`config.mk`:
```
export PLATFORM = sky130hd
export DESIGN_NAME = cell_proc_arbiter_flat
export DESIGN_NICKNAME = d
export VERILOG_FILES = /design/src/rtl/cell_proc_if.sv /design/src/rtl/cell_proc_arbiter.sv /design/src/flat_wrapper.sv
export SDC_FILE = /design/constraint.sdc
export NUM_CORES = 1
export LEC_CHECK = 0
export BUFFER_PORTS_ARGS = -buffer_cell sky130_fd_sc_hd__buf_4
export CAP_MARGIN = 15
export CORE_UTILIZATION = 37
export CTS_CLUSTER_DIAMETER = 200
export DETAILED_ROUTE_END_ITERATION = 12
export PLACE_DENSITY = 0.66
export REMOVE_ABC_BUFFERS = 1
export SETUP_SLACK_MARGIN = 0.5
export SYNTH_ARGS = -nofsm -noshare
export SYNTH_HDL_FRONTEND = slang
export SYNTH_SLANG_ARGS = --single-unit
```
`constraint.sdc`:
```
create_clock -name clk -period 2.21 [get_ports clk]
set_clock_uncertainty 0.05 [all_clocks]
set_input_delay 0.221 -clock clk [delete_from_list [all_inputs] [get_ports clk]]
set_output_delay 0.221 -clock clk [all_outputs]
set_load 0.01 [all_outputs]
```
`src/rtl/cell_proc_if.sv`:
```
// cell_proc_if: requester, processor and response signals between the arbiter and its environment
interface cell_proc_if #(
  parameter int NUM_REQ = 2,
  parameter int CELL_W = 8,
  parameter int USER_W = 8,
  parameter int OP_W = 4,
  parameter int ID_W = (NUM_REQ > 1) ? $clog2(NUM_REQ) : 1
);
  logic [NUM_REQ-1:0] req_valid;
  logic [NUM_REQ-1:0] req_ready;
  logic [NUM_REQ*CELL_W-1:0] req_cellA;
  logic [NUM_REQ*CELL_W-1:0] req_cellB;
  logic [NUM_REQ*USER_W-1:0] req_user;
  logic [NUM_REQ*OP_W-1:0] req_opcode;
  logic [CELL_W-1:0] proc_cellA;
  logic [CELL_W-1:0] proc_cellB;
  logic [USER_W-1:0] proc_user;
  logic [OP_W-1:0] proc_opcode;
  logic [CELL_W-1:0] proc_result;
  logic rsp_valid;
  logic rsp_ready;
  logic [CELL_W-1:0] rsp_cell;
  logic [ID_W-1:0] rsp_id;
  logic busy;
  modport slave (
    input req_valid, req_cellA, req_cellB, req_user, req_opcode, proc_result, rsp_ready,
    output req_ready, proc_cellA, proc_cellB, proc_user, proc_opcode, rsp_valid, rsp_cell, rsp_id, busy
  );
  modport master (
    output req_valid, req_cellA, req_cellB, req_user, req_opcode, proc_result, rsp_ready,
    input req_ready, proc_cellA, proc_cellB, proc_user, proc_opcode, rsp_valid, rsp_cell, rsp_id, busy
  );
endinterface

```
`src/rtl/cell_proc_arbiter.sv`:
```
// cell_proc_arbiter: round-robin sharing of one CellProcessor with tag tracking and a credit-guarded response FIFO
module cell_proc_arbiter #(
  parameter int NUM_REQ = 2,
  parameter int CELL_W = 8,
  parameter int USER_W = 8,
  parameter int OP_W = 4,
  parameter int PROC_LATENCY = 1,
  parameter int RSP_DEPTH = 4,
  parameter logic [OP_W-1:0] IDLE_OP = '0
) (
  input logic clk,
  input logic rst,
  cell_proc_if.slave bus
);
  localparam int ID_W = (NUM_REQ > 1) ? $clog2(NUM_REQ) : 1;
  localparam int AW = $clog2(RSP_DEPTH);
  localparam int CW = $clog2(RSP_DEPTH + 1);

  logic [ID_W-1:0] rr_ptr, grant_id, idx;
  logic grant_any, can_issue, xfer, push, pop;
  logic [CW-1:0] outstanding, cnt;
  logic [AW-1:0] wp, rp;
  logic [CELL_W-1:0] sel_a, sel_b;
  logic [USER_W-1:0] sel_u;
  logic [OP_W-1:0] sel_op;
  logic [PROC_LATENCY:0] tag_v;
  logic [ID_W-1:0] tag_id [PROC_LATENCY+1];
  logic [CELL_W-1:0] mem_cell [RSP_DEPTH];
  logic [ID_W-1:0] mem_id [RSP_DEPTH];

  // issue is gated only by the registered credit count, so rsp_ready never reaches req_ready
  assign can_issue = outstanding < CW'(RSP_DEPTH);
  assign xfer = rst & grant_any;
  assign pop = bus.rsp_valid & bus.rsp_ready;
  assign push = tag_v[PROC_LATENCY];

  always_comb begin
    grant_any = 1'b0;
    grant_id = '0;
    idx = '0;
    for (int k = NUM_REQ - 1; k >= 0; k--) begin
      idx = ID_W'((int'(rr_ptr) + k) % NUM_REQ);
      if (can_issue && bus.req_valid[idx]) begin
        grant_any = 1'b1;
        grant_id = idx;
      end
    end
  end

  always_comb begin
    sel_a = '0;
    sel_b = '0;
    sel_u = '0;
    sel_op = IDLE_OP;
    for (int i = 0; i < NUM_REQ; i++) begin
      if (grant_id == ID_W'(i)) begin
        sel_a = bus.req_cellA[i*CELL_W +: CELL_W];
        sel_b = bus.req_cellB[i*CELL_W +: CELL_W];
        sel_u = bus.req_user[i*USER_W +: USER_W];
        sel_op = bus.req_opcode[i*OP_W +: OP_W];
      end
    end
  end

  assign bus.req_ready = xfer ? NUM_REQ'(1) << grant_id : '0;
  assign bus.rsp_valid = rst & (cnt != '0);
  assign bus.busy = rst & (outstanding != '0);
  assign bus.rsp_cell = mem_cell[rp];
  assign bus.rsp_id = mem_id[rp];

  always_ff @(posedge clk) begin
    if (!rst) begin
      rr_ptr <= '0;
      outstanding <= '0;
      bus.proc_cellA <= '0;
      bus.proc_cellB <= '0;
      bus.proc_user <= '0;
      bus.proc_opcode <= IDLE_OP;
    end else begin
      outstanding <= outstanding + CW'(xfer) - CW'(pop);
      bus.proc_opcode <= xfer ? sel_op : IDLE_OP;
      if (xfer) begin
        rr_ptr <= (grant_id == ID_W'(NUM_REQ - 1)) ? '0 : grant_id + 1'b1;
        bus.proc_cellA <= sel_a;
        bus.proc_cellB <= sel_b;
        bus.proc_user <= sel_u;
      end
    end
  end

  // stage k of the tag pipe lines up with the processor's k-th internal cycle
  always_ff @(posedge clk) begin
    if (!rst) begin
      tag_v <= '0;
    end else begin
      tag_v[0] <= xfer;
      for (int i = 1; i <= PROC_LATENCY; i++) tag_v[i] <= tag_v[i-1];
    end
    tag_id[0] <= grant_id;
    for (int i = 1; i <= PROC_LATENCY; i++) tag_id[i] <= tag_id[i-1];
  end

  always_ff @(posedge clk) begin
    if (!rst) begin
      wp <= '0;
      rp <= '0;
      cnt <= '0;
    end else begin
      if (push) wp <= wp + 1'b1;
      if (pop) rp <= rp + 1'b1;
      cnt <= cnt + CW'(push) - CW'(pop);
    end
  end

  always_ff @(posedge clk) begin
    if (push) begin
      mem_cell[wp] <= bus.proc_result;
      mem_id[wp] <= tag_id[PROC_LATENCY];
    end
  end

  always_ff @(posedge clk) begin
    if (rst) assert (!(push && cnt == CW'(RSP_DEPTH))) else $error("response fifo overflow");
  end
endmodule

```
`src/flat_wrapper.sv`:
```
// flat-port wrapper written by rule: the top's interface ports become plain ports
module cell_proc_arbiter_flat 
#(
  parameter int NUM_REQ = 2,
  parameter int CELL_W = 8,
  parameter int USER_W = 8,
  parameter int OP_W = 4,
  parameter int PROC_LATENCY = 1,
  parameter int RSP_DEPTH = 4,
  parameter logic [OP_W-1:0] IDLE_OP = '0
)
  (clk, rst, bus_req_valid, bus_req_cellA, bus_req_cellB, bus_req_user, bus_req_opcode, bus_proc_result, bus_rsp_ready, bus_req_ready, bus_proc_cellA, bus_proc_cellB, bus_proc_user, bus_proc_opcode, bus_rsp_valid, bus_rsp_cell, bus_rsp_id, bus_busy);
  cell_proc_if #(.NUM_REQ(NUM_REQ), .CELL_W(CELL_W), .USER_W(USER_W), .OP_W(OP_W)) bus_i ();
  input logic clk;
  input logic rst;
  input wire logic [$bits(bus_i.req_valid)-1:0] bus_req_valid;
  input wire logic [$bits(bus_i.req_cellA)-1:0] bus_req_cellA;
  input wire logic [$bits(bus_i.req_cellB)-1:0] bus_req_cellB;
  input wire logic [$bits(bus_i.req_user)-1:0] bus_req_user;
  input wire logic [$bits(bus_i.req_opcode)-1:0] bus_req_opcode;
  input wire logic [$bits(bus_i.proc_result)-1:0] bus_proc_result;
  input wire logic [$bits(bus_i.rsp_ready)-1:0] bus_rsp_ready;
  output wire logic [$bits(bus_i.req_ready)-1:0] bus_req_ready;
  output wire logic [$bits(bus_i.proc_cellA)-1:0] bus_proc_cellA;
  output wire logic [$bits(bus_i.proc_cellB)-1:0] bus_proc_cellB;
  output wire logic [$bits(bus_i.proc_user)-1:0] bus_proc_user;
  output wire logic [$bits(bus_i.proc_opcode)-1:0] bus_proc_opcode;
  output wire logic [$bits(bus_i.rsp_valid)-1:0] bus_rsp_valid;
  output wire logic [$bits(bus_i.rsp_cell)-1:0] bus_rsp_cell;
  output wire logic [$bits(bus_i.rsp_id)-1:0] bus_rsp_id;
  output wire logic [$bits(bus_i.busy)-1:0] bus_busy;
  assign bus_i.req_valid = bus_req_valid;
  assign bus_i.req_cellA = bus_req_cellA;
  assign bus_i.req_cellB = bus_req_cellB;
  assign bus_i.req_user = bus_req_user;
  assign bus_i.req_opcode = bus_req_opcode;
  assign bus_i.proc_result = bus_proc_result;
  assign bus_i.rsp_ready = bus_rsp_ready;
  assign bus_req_ready = bus_i.req_ready;
  assign bus_proc_cellA = bus_i.proc_cellA;
  assign bus_proc_cellB = bus_i.proc_cellB;
  assign bus_proc_user = bus_i.proc_user;
  assign bus_proc_opcode = bus_i.proc_opcode;
  assign bus_rsp_valid = bus_i.rsp_valid;
  assign bus_rsp_cell = bus_i.rsp_cell;
  assign bus_rsp_id = bus_i.rsp_id;
  assign bus_busy = bus_i.busy;
  cell_proc_arbiter #(.NUM_REQ(NUM_REQ), .CELL_W(CELL_W), .USER_W(USER_W), .OP_W(OP_W), .PROC_LATENCY(PROC_LATENCY), .RSP_DEPTH(RSP_DEPTH), .IDLE_OP(IDLE_OP)) u_core (.clk(clk), .rst(rst), .bus(bus_i));
endmodule
```
* Word level (Yosys, flattened, before mapping)
Memory sizes are Yosys's and may differ from the RTL's. A register that Yosys moved wholly into a read port is not among the register bits.
Cells that the tools add are included.
** Word-level totals
- Output and inout port bits :: 41
- Bits in latches :: 0
- RAM bits :: 38
- Memory bits (read-only) :: 0
- Memories :: 3
- Register bits after elaboration :: 41
** Memories
- u_core.mem_cell :: words 4, bits a word 8, read ports 1, clocked after Yosys merged registers in 1, wr ports 1, line cell_proc_arbiter.sv:28 : logic [CELL_W-1:0] mem_cell [RSP_DEPTH];
- u_core.mem_id :: words 4, bits a word 1, read ports 1, clocked after Yosys merged registers in 1, wr ports 1, line cell_proc_arbiter.sv:29 : logic [ID_W-1:0] mem_id [RSP_DEPTH];
- u_core.tag_id :: words 2, bits a word 1, read ports 2, clocked after Yosys merged registers in 0, wr ports 2, line cell_proc_arbiter.sv:27 : logic [ID_W-1:0] tag_id [PROC_LATENCY+1];
** Cells by class
- Shifts and indexed selects :: 1
- $add $sub $neg :: 8
- Div/mod/pow operators :: 0
- Order comparisons :: 3
- Reductions and logical operators :: 5
- Equality and inequality tests :: 0
- Multiply operators :: 0
- Bitwise gates (word level) :: 4
- Multiplexer cells :: 20
** Operator list (count)
- 8-bit 2-to-1 mux :: 3
- 1-bit 2-to-1 mux :: 11
- 2-bit 2-to-1 mux :: 5
- 3-bit by 1-bit adder with 3-bit output :: 2
- 3-bit nonzero test :: 2
- 3-bit by 1-bit subtractor with 3-bit output :: 2
- 2-bit by 1-bit adder with 2-bit output, second input constant :: 2
- 1-bit AND :: 4
- 1-bit by 2-bit less-than comparator with 1-bit output, second input constant :: 2
- 4-bit 2-to-1 mux :: 1
- 3-bit less-than comparator, second input constant :: 1
- 1-bit adder, second input constant :: 2
- 1-bit logical AND :: 2
- 2-bit AND reduction :: 1
- 1-bit by 1-bit left shift with 2-bit output, first input constant :: 1

* Logic depth before layout (Yosys ltp)
Gate-level depths: netlist of the first run.
- Depth in word-level cells :: 9
- Gate-level depth with buffers :: 12
- Mapped depth without buffers :: 10

* Worst setup path after synthesis of the first run
Ideal clock, no wire load.
- Path type :: flip-flop to flip-flop
- From :: register u_core.outstanding[2]
- To :: register u_core.outstanding[2]
- Slack :: -0.059 ns
- Buffers on the path :: 2
- Clock period less this slack :: 2.269 ns
- Arrival :: 2.104 ns
- Stages on the path, launching flop included :: 13
- Cell sequence :: dfxtp_1 nor2b_1 buf_2 and2_4 buf_6 inv_2 ha_1 inv_1 ha_1 fa_1 xnor2_1 xnor2_1 and2_1
** On the way
- Cells in the longest elaborated chain, start to end :: 7
- Elaborated cells on any way between the ends :: 8
- Those cells by class :: 2 x add/sub; 1 x order compare; 2 x mux; 1 x bitwise; 2 x reduce/logical
** RTL lines
- start, declared :: line cell_proc_arbiter.sv:21 : logic [CW-1:0] outstanding, cnt;
- start signal, assigned :: line cell_proc_arbiter.sv:80 : outstanding <= outstanding + CW'(xfer) - CW'(pop);
- 3-bit less-than comparator :: line cell_proc_arbiter.sv:32 : assign can_issue = outstanding < CW'(RSP_DEPTH);
- 1-bit logical AND :: line cell_proc_arbiter.sv:43 : if (can_issue && bus.req_valid[idx]) begin
- 1-bit 2-to-1 mux (2 in series) :: line cell_proc_arbiter.sv:43
- 1-bit AND :: line cell_proc_arbiter.sv:33 : assign xfer = rst & grant_any;
- 3-bit by 1-bit adder with 3-bit output * :: line cell_proc_arbiter.sv:80
- 3-bit by 1-bit subtractor with 3-bit output * :: line cell_proc_arbiter.sv:80
Every way passes the cells marked *; elsewhere a longest branch is shown, timed or not.
A chain may end at the register's enable or synchronous reset.

* Worst setup path after layout of the first run
- From :: register u_core.cnt[1]
- To :: register u_core.outstanding[2]
** On the way
- Cells in the longest elaborated chain, start to end :: 4
** RTL lines
- start, declared :: line cell_proc_arbiter.sv:21
- start signal, assigned :: line cell_proc_arbiter.sv:111 : cnt <= cnt + CW'(push) - CW'(pop);
- 3-bit nonzero test :: line cell_proc_arbiter.sv:66 : assign bus.rsp_valid = rst & (cnt != '0);
- 1-bit AND :: line cell_proc_arbiter.sv:66
- 1-bit AND :: line cell_proc_arbiter.sv:34 : assign pop = bus.rsp_valid & bus.rsp_ready;
- via u_core.pop :: line cell_proc_arbiter.sv:20 : logic grant_any, can_issue, xfer, push, pop;
- 3-bit by 1-bit subtractor with 3-bit output :: line cell_proc_arbiter.sv:80
The timed path passes the listed nets, and every way through them passes these cells.

==> metrics.txt, run 1 <==
status completed; sequential cell area 0.001987 mm^2; CTS Buffer Depth 2; Antenna Cells 0; DR vias 2894; Pleak 1.855 nW; Vias/cell 5.419; endpoints failing hold 0; clock root buffer clkbuf_8; most frequent cell after synthesis dfxtp_1; # port buffers 109; Critical Path End u_core.outstanding[2]$_SDFF_PN0_; first-pass GRT wire length 15.22 mm; drt wl/cell between 15 and 20 um; routability cong. 0.7964; syn avg cell area around 12 um^2; cell area after synthesis around 0.0036 mm^2; worst min path class input port to flip-flop; Gate Count Post-Synth between 200 and 300; Reg clk slew, reported paths 0.08 ns; width of the die slightly above 100 um; GRT overflow 0; DR DRC count 0; Die Area 0.01023 mm^2; startpoint types flip-flop; worst path arrival time ~2.3 ns; crit path time final 2.097 ns; Synth-to-Final Area Change 36.13%; R2R Path End u_core.outstanding[2]$_SDFF_PN0_; crit end category flip-flop; met3 Use GR 6.073%; GR Util met2 31.76%; Placed Cells 517; Yosys top cell area share 29.73%; Initial Utilization 38.80%; #FFs+latches synth 81; Setup Crit Path Kind flip-flop to flip-flop; Gate power share about 33%; Critical Path Fanout Max 2; CTS tree yes; NetSw between 1 and 1.5 mW; initial antenna violation count 0; RSZ-0062 raised after global routing yes; H-tree levels 3; Die Ht 101.1 um; core area 0.009371 mm^2; placed inst area around 0.0046 mm^2; Post-Route Utilization between 50% and 60%; I/O pin total 110; Worst-Margin Slew about 0.54 ns; final std cells w/o fill 534; Final ANT Viol Nets 0; Final Setup Violations 0; number of max-cap violations 0; top cells by area, synth edfxtp_1, dfxtp_1, a311oi_2; switching share of total power 29.85%; sequential area share after synthesis between 50% and 60%; fill count 845; area occupied by multi-input gates roughly 0.0015 mm^2; register-to-register setup slack ~0.11 ns; fin crit share 94.90%; vias in the first global route 2970; DP Wirelength 6.221 mm; Final #Nets 480; Cell variety after synth 31; Synth Flop Type dfxtp_1; number of buffers created by CTS 9; YS warnings 0; Power Density 903.6 mW/mm^2; number of flops mapped to enable cells by yosys 36; start point of the critical path u_core.cnt[1]$_SDFF_PN0_; Clock Sinks 81; Seq pwr share 41.5%; busiest grt layer met2; Rows 35; maximum vdd ir drop 0.3095 mV; r2r startpoint u_core.cnt[1]$_SDFF_PN0_; violation count after the first detailed-routing iteration 70; total track usage approximately a fifth; 1st-pass router iterations 4; fmax ~480 MHz; largest net degree at the start of global routing 34; Worst-Skew Late Latency 0.34 ns; FFs w/ async S/R, synth 0%; Slew Limit Fails 0; relative max-transition margin 64.07%; layout cells sized above 1 between 40% and 50%; Req. time, crit path 2.41 ns; largest area contributor in the netlist edfxtp_1; internal power between 3 and 4 mW; Synth top cells by count dfxtp_1, edfxtp_1, a21oi_1; R2R cell count 9; post-route cell area between 0.004 and 0.005 mm^2; GR Util met1 24.87%; routed wire length 9.408 mm; Final Hold Slack 0.02592 ns; Clock power frac 25.8%
==> worst max-delay path, cell delays in order (launching register included) <==
cell,delay [ns]
dfxtp_2,0.34
o31ai_4,0.28
nor2_2,0.07
ha_1,0.27
inv_1,0.04
ha_2,0.17
fa_2,0.36
xnor2_2,0.16
xnor2_1,0.12
and2_1,0.13
==> final cells by class <==
class | count | area share, %
inverters | 13 | 0.9858
multi-input cells | 168 | 30.69
repair buffers | 128 | 20.58
clock inverters | 2 | 0.7078
clock buffers | 13 | 3.640
well taps | 129 | 3.261
flip-flops and latches | 81 | 40.14
==> worst min path at each step <==
stage / start / end / slack [ns] / depth (start not counted)
floorplan: u_core.tag_id[0][0]$_DFF_P_ / u_core.tag_id[0][1]$_DFF_P_ / 0.26 / 0
global placement: u_core.tag_id[0][0]$_DFF_P_ / u_core.tag_id[0][1]$_DFF_P_ / 0.27 / 0
detailed placement: u_core.tag_id[0][0]$_DFF_P_ / u_core.tag_id[0][1]$_DFF_P_ / 0.26 / 0
CTS: bus_proc_result[6] / u_core.mem_cell[1][6]$_DFFE_PP_ / 0.004 / 1
global route: bus_proc_result[6] / u_core.mem_cell[1][6]$_DFFE_PP_ / 0.005 / 1
finish: bus_proc_result[6] / u_core.mem_cell[1][6]$_DFFE_PP_ / 0.03 / 1
==> routing by layer <==
layer,wire (um),vias to the layer above
met5,0,-
met3,714,12
li1,-,1361
met1,3969,1399
met4,136,0
met2,4587,122
==> timing repair <==
item,in CTS,in global routing
resized for setup,28,2
buffers inserted,1,0
pin swaps,10,6
endpoints found under the setup margin,15,15
hold buffers,0,0
cloned,1,0
==> cell usage in the layout, fill, tap and decap left out, types with 5 or more instances in the layout <==
master | synthesis | layout
edfxtp_1 | 36 | 36
mux4_2 | 9 | 9
a311oi_1 | 5 | 5
buf_4 | 0 | 115
o21ai_0 | 25 | 25
dfxtp_1 | 45 | 41
a21oi_1 | 29 | 29
clkbuf_8 | 0 | 11
nor2_1 | 11 | 9
buf_6 | 4 | 12
inv_1 | 10 | 9
and2_1 | 10 | 10
a311oi_2 | 19 | 19
ha_1 | 8 | 5
o2111ai_1 | 28 | 28
==> cells by family after synthesis <==
group	synth area share [%]
DFF	54.51
AOI/OAI and AO/OA	24.29
muxes	5.850
adders and majority gates	3.854
and+or+nand+nor	4.198
xor gates and xnor gates	1.686
buffers and inverters	5.609
==> state kept, by name, indices dropped and copies added, names as in the netlist, named ones only <==
name                    cells
u_core.bus.proc_user        8
u_core.mem_id               4
u_core.bus.proc_cellB       8
u_core.mem_cell            32
u_core.bus.proc_cellA       8
u_core.rp                   2
u_core.tag_id               2
u_core.tag_v                2
u_core.bus.proc_opcode      4
u_core.rr_ptr               1
u_core.cnt                  3
u_core.wp                   2
u_core.outstanding          3
==> power groups by stage <==
stage                     registers (mW)  clock network (mW)  logic, mW
after floorplan                     1.92                   0      0.661
after global placement              1.86                   0       1.32
after detailed placement            1.86                   0       1.35
after CTS                           1.85                1.18       1.47
after global routing                1.88                1.25       1.59
final                               1.86                1.15       1.46
==> per-stage QoR <==
| step | worst slack [ns] | TNS [ns] | total power, mW |
|---|---|---|---|
| finish | 0.1127 | 0 | 4.473 |
| global route | 0.02072 | 0 | 4.721 |
| CTS | 0.08696 | 0 | 4.507 |
| detailed placement | -0.04206 | -0.04206 | 3.211 |
| global placement | 0.02334 | 0 | 3.180 |
| floorplan | -1.038 | -2.810 | 2.584 |
No activity file was read; power rests on OpenSTA's default activity.
==> run 2, diff against run 1 <==
Settings changed: ABC_AREA set to 1, CORE_UTILIZATION 37 to 46, PLACE_DENSITY 0.66 to 0.79.
==> metrics.txt, run 2 <==
routed wire length 9.136 mm (was 9.408 mm); Reg clk slew, reported paths 0.09 ns (was 0.08 ns); largest reg by FF count u_core.mem_cell (unchanged); violation count after the first detailed-routing iteration 129 (was 70); vias in the first global route 3033 (was 2970); YS warnings 0 (unchanged); number of flops mapped to enable cells by yosys 36 (unchanged); total track usage 24.38% (was 19.77%); syn avg cell area 8.939 um^2 (was 12.41 um^2); H-tree levels 3 (unchanged); Yosys top cell area share 31.25% (was 29.73%); number of buffers created by CTS 9 (unchanged); status completed (unchanged); Final ANT Viol Nets 0 (unchanged); fin crit share 93.14% (was 94.90%); initial antenna violation count 0 (unchanged); Seq pwr share 40.5% (was 41.5%); Initial Utilization 47.70% (was 38.80%); clock root buffer clkbuf_8 (unchanged); #FFs+latches synth 81 (unchanged); HP Start bus_req_opcode[4] (was bus_proc_result[6]); DR vias 3140 (was 2894); Final Setup Violations 0 (unchanged); core area 0.007253 mm^2 (was 0.009371 mm^2); largest area contributor in the netlist edfxtp_1 (unchanged); Die Area 0.007871 mm^2 (was 0.01023 mm^2); switching share of total power 31.66% (was 29.85%); 1st-pass router iterations 4 (unchanged); crit end category flip-flop (unchanged); Clock Sinks 81 (unchanged); relative max-transition margin 71.98% (was 64.07%); crit-path cells inv_2, nand3_2, inv_2, nor2_4, nand2_4, inv_4, ha_4, inv_4, ha_4, fa_2, or2_4, a21oi_2 (was o31ai_4, nor2_2, ha_1, inv_1, ha_2, fa_2, xnor2_2, xnor2_1, and2_1); r2r startpoint u_core.cnt[2]$_SDFF_PN0_ (was u_core.cnt[1]$_SDFF_PN0_); Cell variety after synth 24 (was 31); Worst-Margin Slew 0.4198 ns (was 0.5382 ns); DR DRC count 0 (unchanged); crit path time final 2.058 ns (was 2.097 ns); most frequent cell after synthesis nand2_1 (was dfxtp_1); worst path arrival time 2.28 ns (was 2.30 ns); Req. time, crit path 2.43 ns (was 2.41 ns); Power Density 881.6 mW/mm^2 (was 903.6 mW/mm^2); Critical Path Fanout Max 2 (unchanged); max reg flops 32 (unchanged); critical path's top delay family adder cells (unchanged); Synth top cells by count nand2_1, dfxtp_1, edfxtp_1 (was dfxtp_1, edfxtp_1, a21oi_1); width of the die 88.72 um (was 101.1 um); start point of the critical path u_core.cnt[2]$_SDFF_PN0_ (was u_core.cnt[1]$_SDFF_PN0_); Die Ht 88.72 um (was 101.1 um); fmax 485.8 MHz (was 476.8 MHz); FFs w/ async S/R, synth 0% (unchanged); internal power 3.041 mW (was 3.138 mW); cell area after synthesis 0.003460 mm^2 (was 0.003636 mm^2); Synth-to-Final Area Change 45.90% (was 36.13%); Gate Count Post-Synth 387 (was 293); RSZ-0062 raised after global routing yes (unchanged); Buf/Inv on CP 4 (was 1); Pleak 2.326 nW (was 1.855 nW); slack of the critical path 0.1517 ns (was 0.1127 ns); routability cong. 0.7663 (was 0.7964); Antenna Cells 0 (unchanged); DP Worst Slack -0.008894 ns (was -0.04206 ns); layout cells sized above 1 38.87% (was 46.67%); Gate power share 35.1% (was 32.7%); maximum vdd ir drop 0.3635 mV (was 0.3095 mV); Setup Crit Path Kind flip-flop to flip-flop (unchanged); largest net degree at the start of global routing 30 (was 34); sequential area share after synthesis 57.29% (was 54.51%); Slew Limit Fails 0 (unchanged); # port buffers 109 (unchanged); total power 4.450 mW (was 4.473 mW); most frequent cells in the layout buf_4, nand2_1, dfxtp_1, edfxtp_1, a21oi_1 (was buf_4, dfxtp_1, edfxtp_1, a21oi_1, o2111ai_1); Clock power frac 24.4% (was 25.8%); top cells by area, synth edfxtp_1, dfxtp_1, nand2_1 (was edfxtp_1, dfxtp_1, a311oi_2); number of max-cap violations 0 (unchanged); GRT overflow 0 (unchanged); most common cell after layout, fill and taps aside buf_4 (unchanged); CP max stage delay 0.35 ns (was 0.36 ns); I/O pin total 110 (unchanged); Rows 31 (was 35); NetSw 1.409 mW (was 1.335 mW); worst min path class input port to flip-flop (unchanged); DP Wirelength 5.519 mm (was 6.221 mm); endpoints failing hold 0 (unchanged); Final #Nets 604 (was 480); drt wl/cell 14.52 um (was 17.62 um); first-pass GRT wire length 14.15 mm (was 15.22 mm); Worst-Skew Late Latency 0.34 ns (about the same); CTS Buffer Depth 2 (unchanged); Synth Flop Type dfxtp_1 (unchanged); startpoint types flip-flop (unchanged); CTS tree yes (unchanged); Vias/cell 4.992 (was 5.419); CP max-delay cell fa_2 (unchanged)
-- run 2: cell count changes after synthesis, moves of 10 or more --
cell       delta
a311oi_2     -19
and2_1       -10
clkbuf_1     -15
inv_1        +18
nand2_1     +124
nand3_1      +26
nor2_1       +15
o2111ai_1    -28
-- run 2: worst paths after layout --
| kind | end | slack, ns | cells after the start |
|---|---|---|---|
| max | u_core.cnt[2]$_SDFF_PN0_ | 0.15 | 12 |
| min | u_core.bus.proc_opcode[0]$_SDFF_PN0_ | 0.01 | 3 |
| max reg2reg | u_core.cnt[2]$_SDFF_PN0_ | 0.15 | 12 |
| min reg2reg | u_core.tag_id[0][1]$_DFF_P_ | 0.28 | 0 |
-- run 2: what timing repair did --
item	4_1_cts	5_1_grt
hold buffers	0	0
gates resized for setup	38	28
cloned	3	0
pin swaps	15	14
setup buffers	26	1
endpoints found under the setup margin	15	16
-- run 2: power groups by stage --
stage,Clock [mW],Sequential (mW),Combinational (mW)
floorplan,0,1.84,0.538
global placement,0,1.81,0.975
detailed placement,0,1.82,1.02
CTS,1.10,1.80,1.39
global route,1.17,1.82,1.69
finish,1.08,1.80,1.56
-- run 2: through the flow --
step	setup TNS [ns]	cells	hold slack [ns]	util (%)	cell area (um^2)
floorplan	-0.3737	369	0.2596	-	3353
global placement	0	583	0.2617	59.84	4340
detailed placement	-0.008894	583	0.2635	59.84	4340
CTS	0	628	0.001347	68.33	4956
global route	0	629	0.009282	69.59	5047
finish	0	629	0.01357	69.59	5047
-- run 2: kinds of logic after synthesis --
| family | synth area share, % |
|---|---|
| fa+ha+maj | 4.051 |
| buf+inv | 6.691 |
| flops | 57.29 |
| xor+xnor | 0.7596 |
| compound gates | 8.716 |
| simple gates | 22.50 |
-- run 2: cell type report --
cell class	instances	area, um^2
inverters	32	133.9
flip-flops and latches	81	1991
repair buffers	144	1214
multi-input cells	257	1383
fillers	550	2206
clock inverters	7	78.83
well taps	99	123.9
clock buffers	9	123.9
-- run 2: worst register-to-register path, stage by stage, from the launching register on --
cell,delay (ns)
dfxtp_2,0.34
inv_2,0.06
nand3_2,0.10
inv_2,0.08
nor2_4,0.05
nand2_4,0.07
inv_4,0.05
ha_4,0.26
inv_4,0.04
ha_4,0.15
fa_2,0.35
or2_4,0.25
a21oi_2,0.14
-- run 2: routing by layer --
metal	up-vias	GRT usage [%]	wire (um)
met1	1456	26.16	3490
met2	128	43.71	4738
met3	22	7.836	685
li1	1534	-	-
met4	0	11.00	221
met5	-	0	0
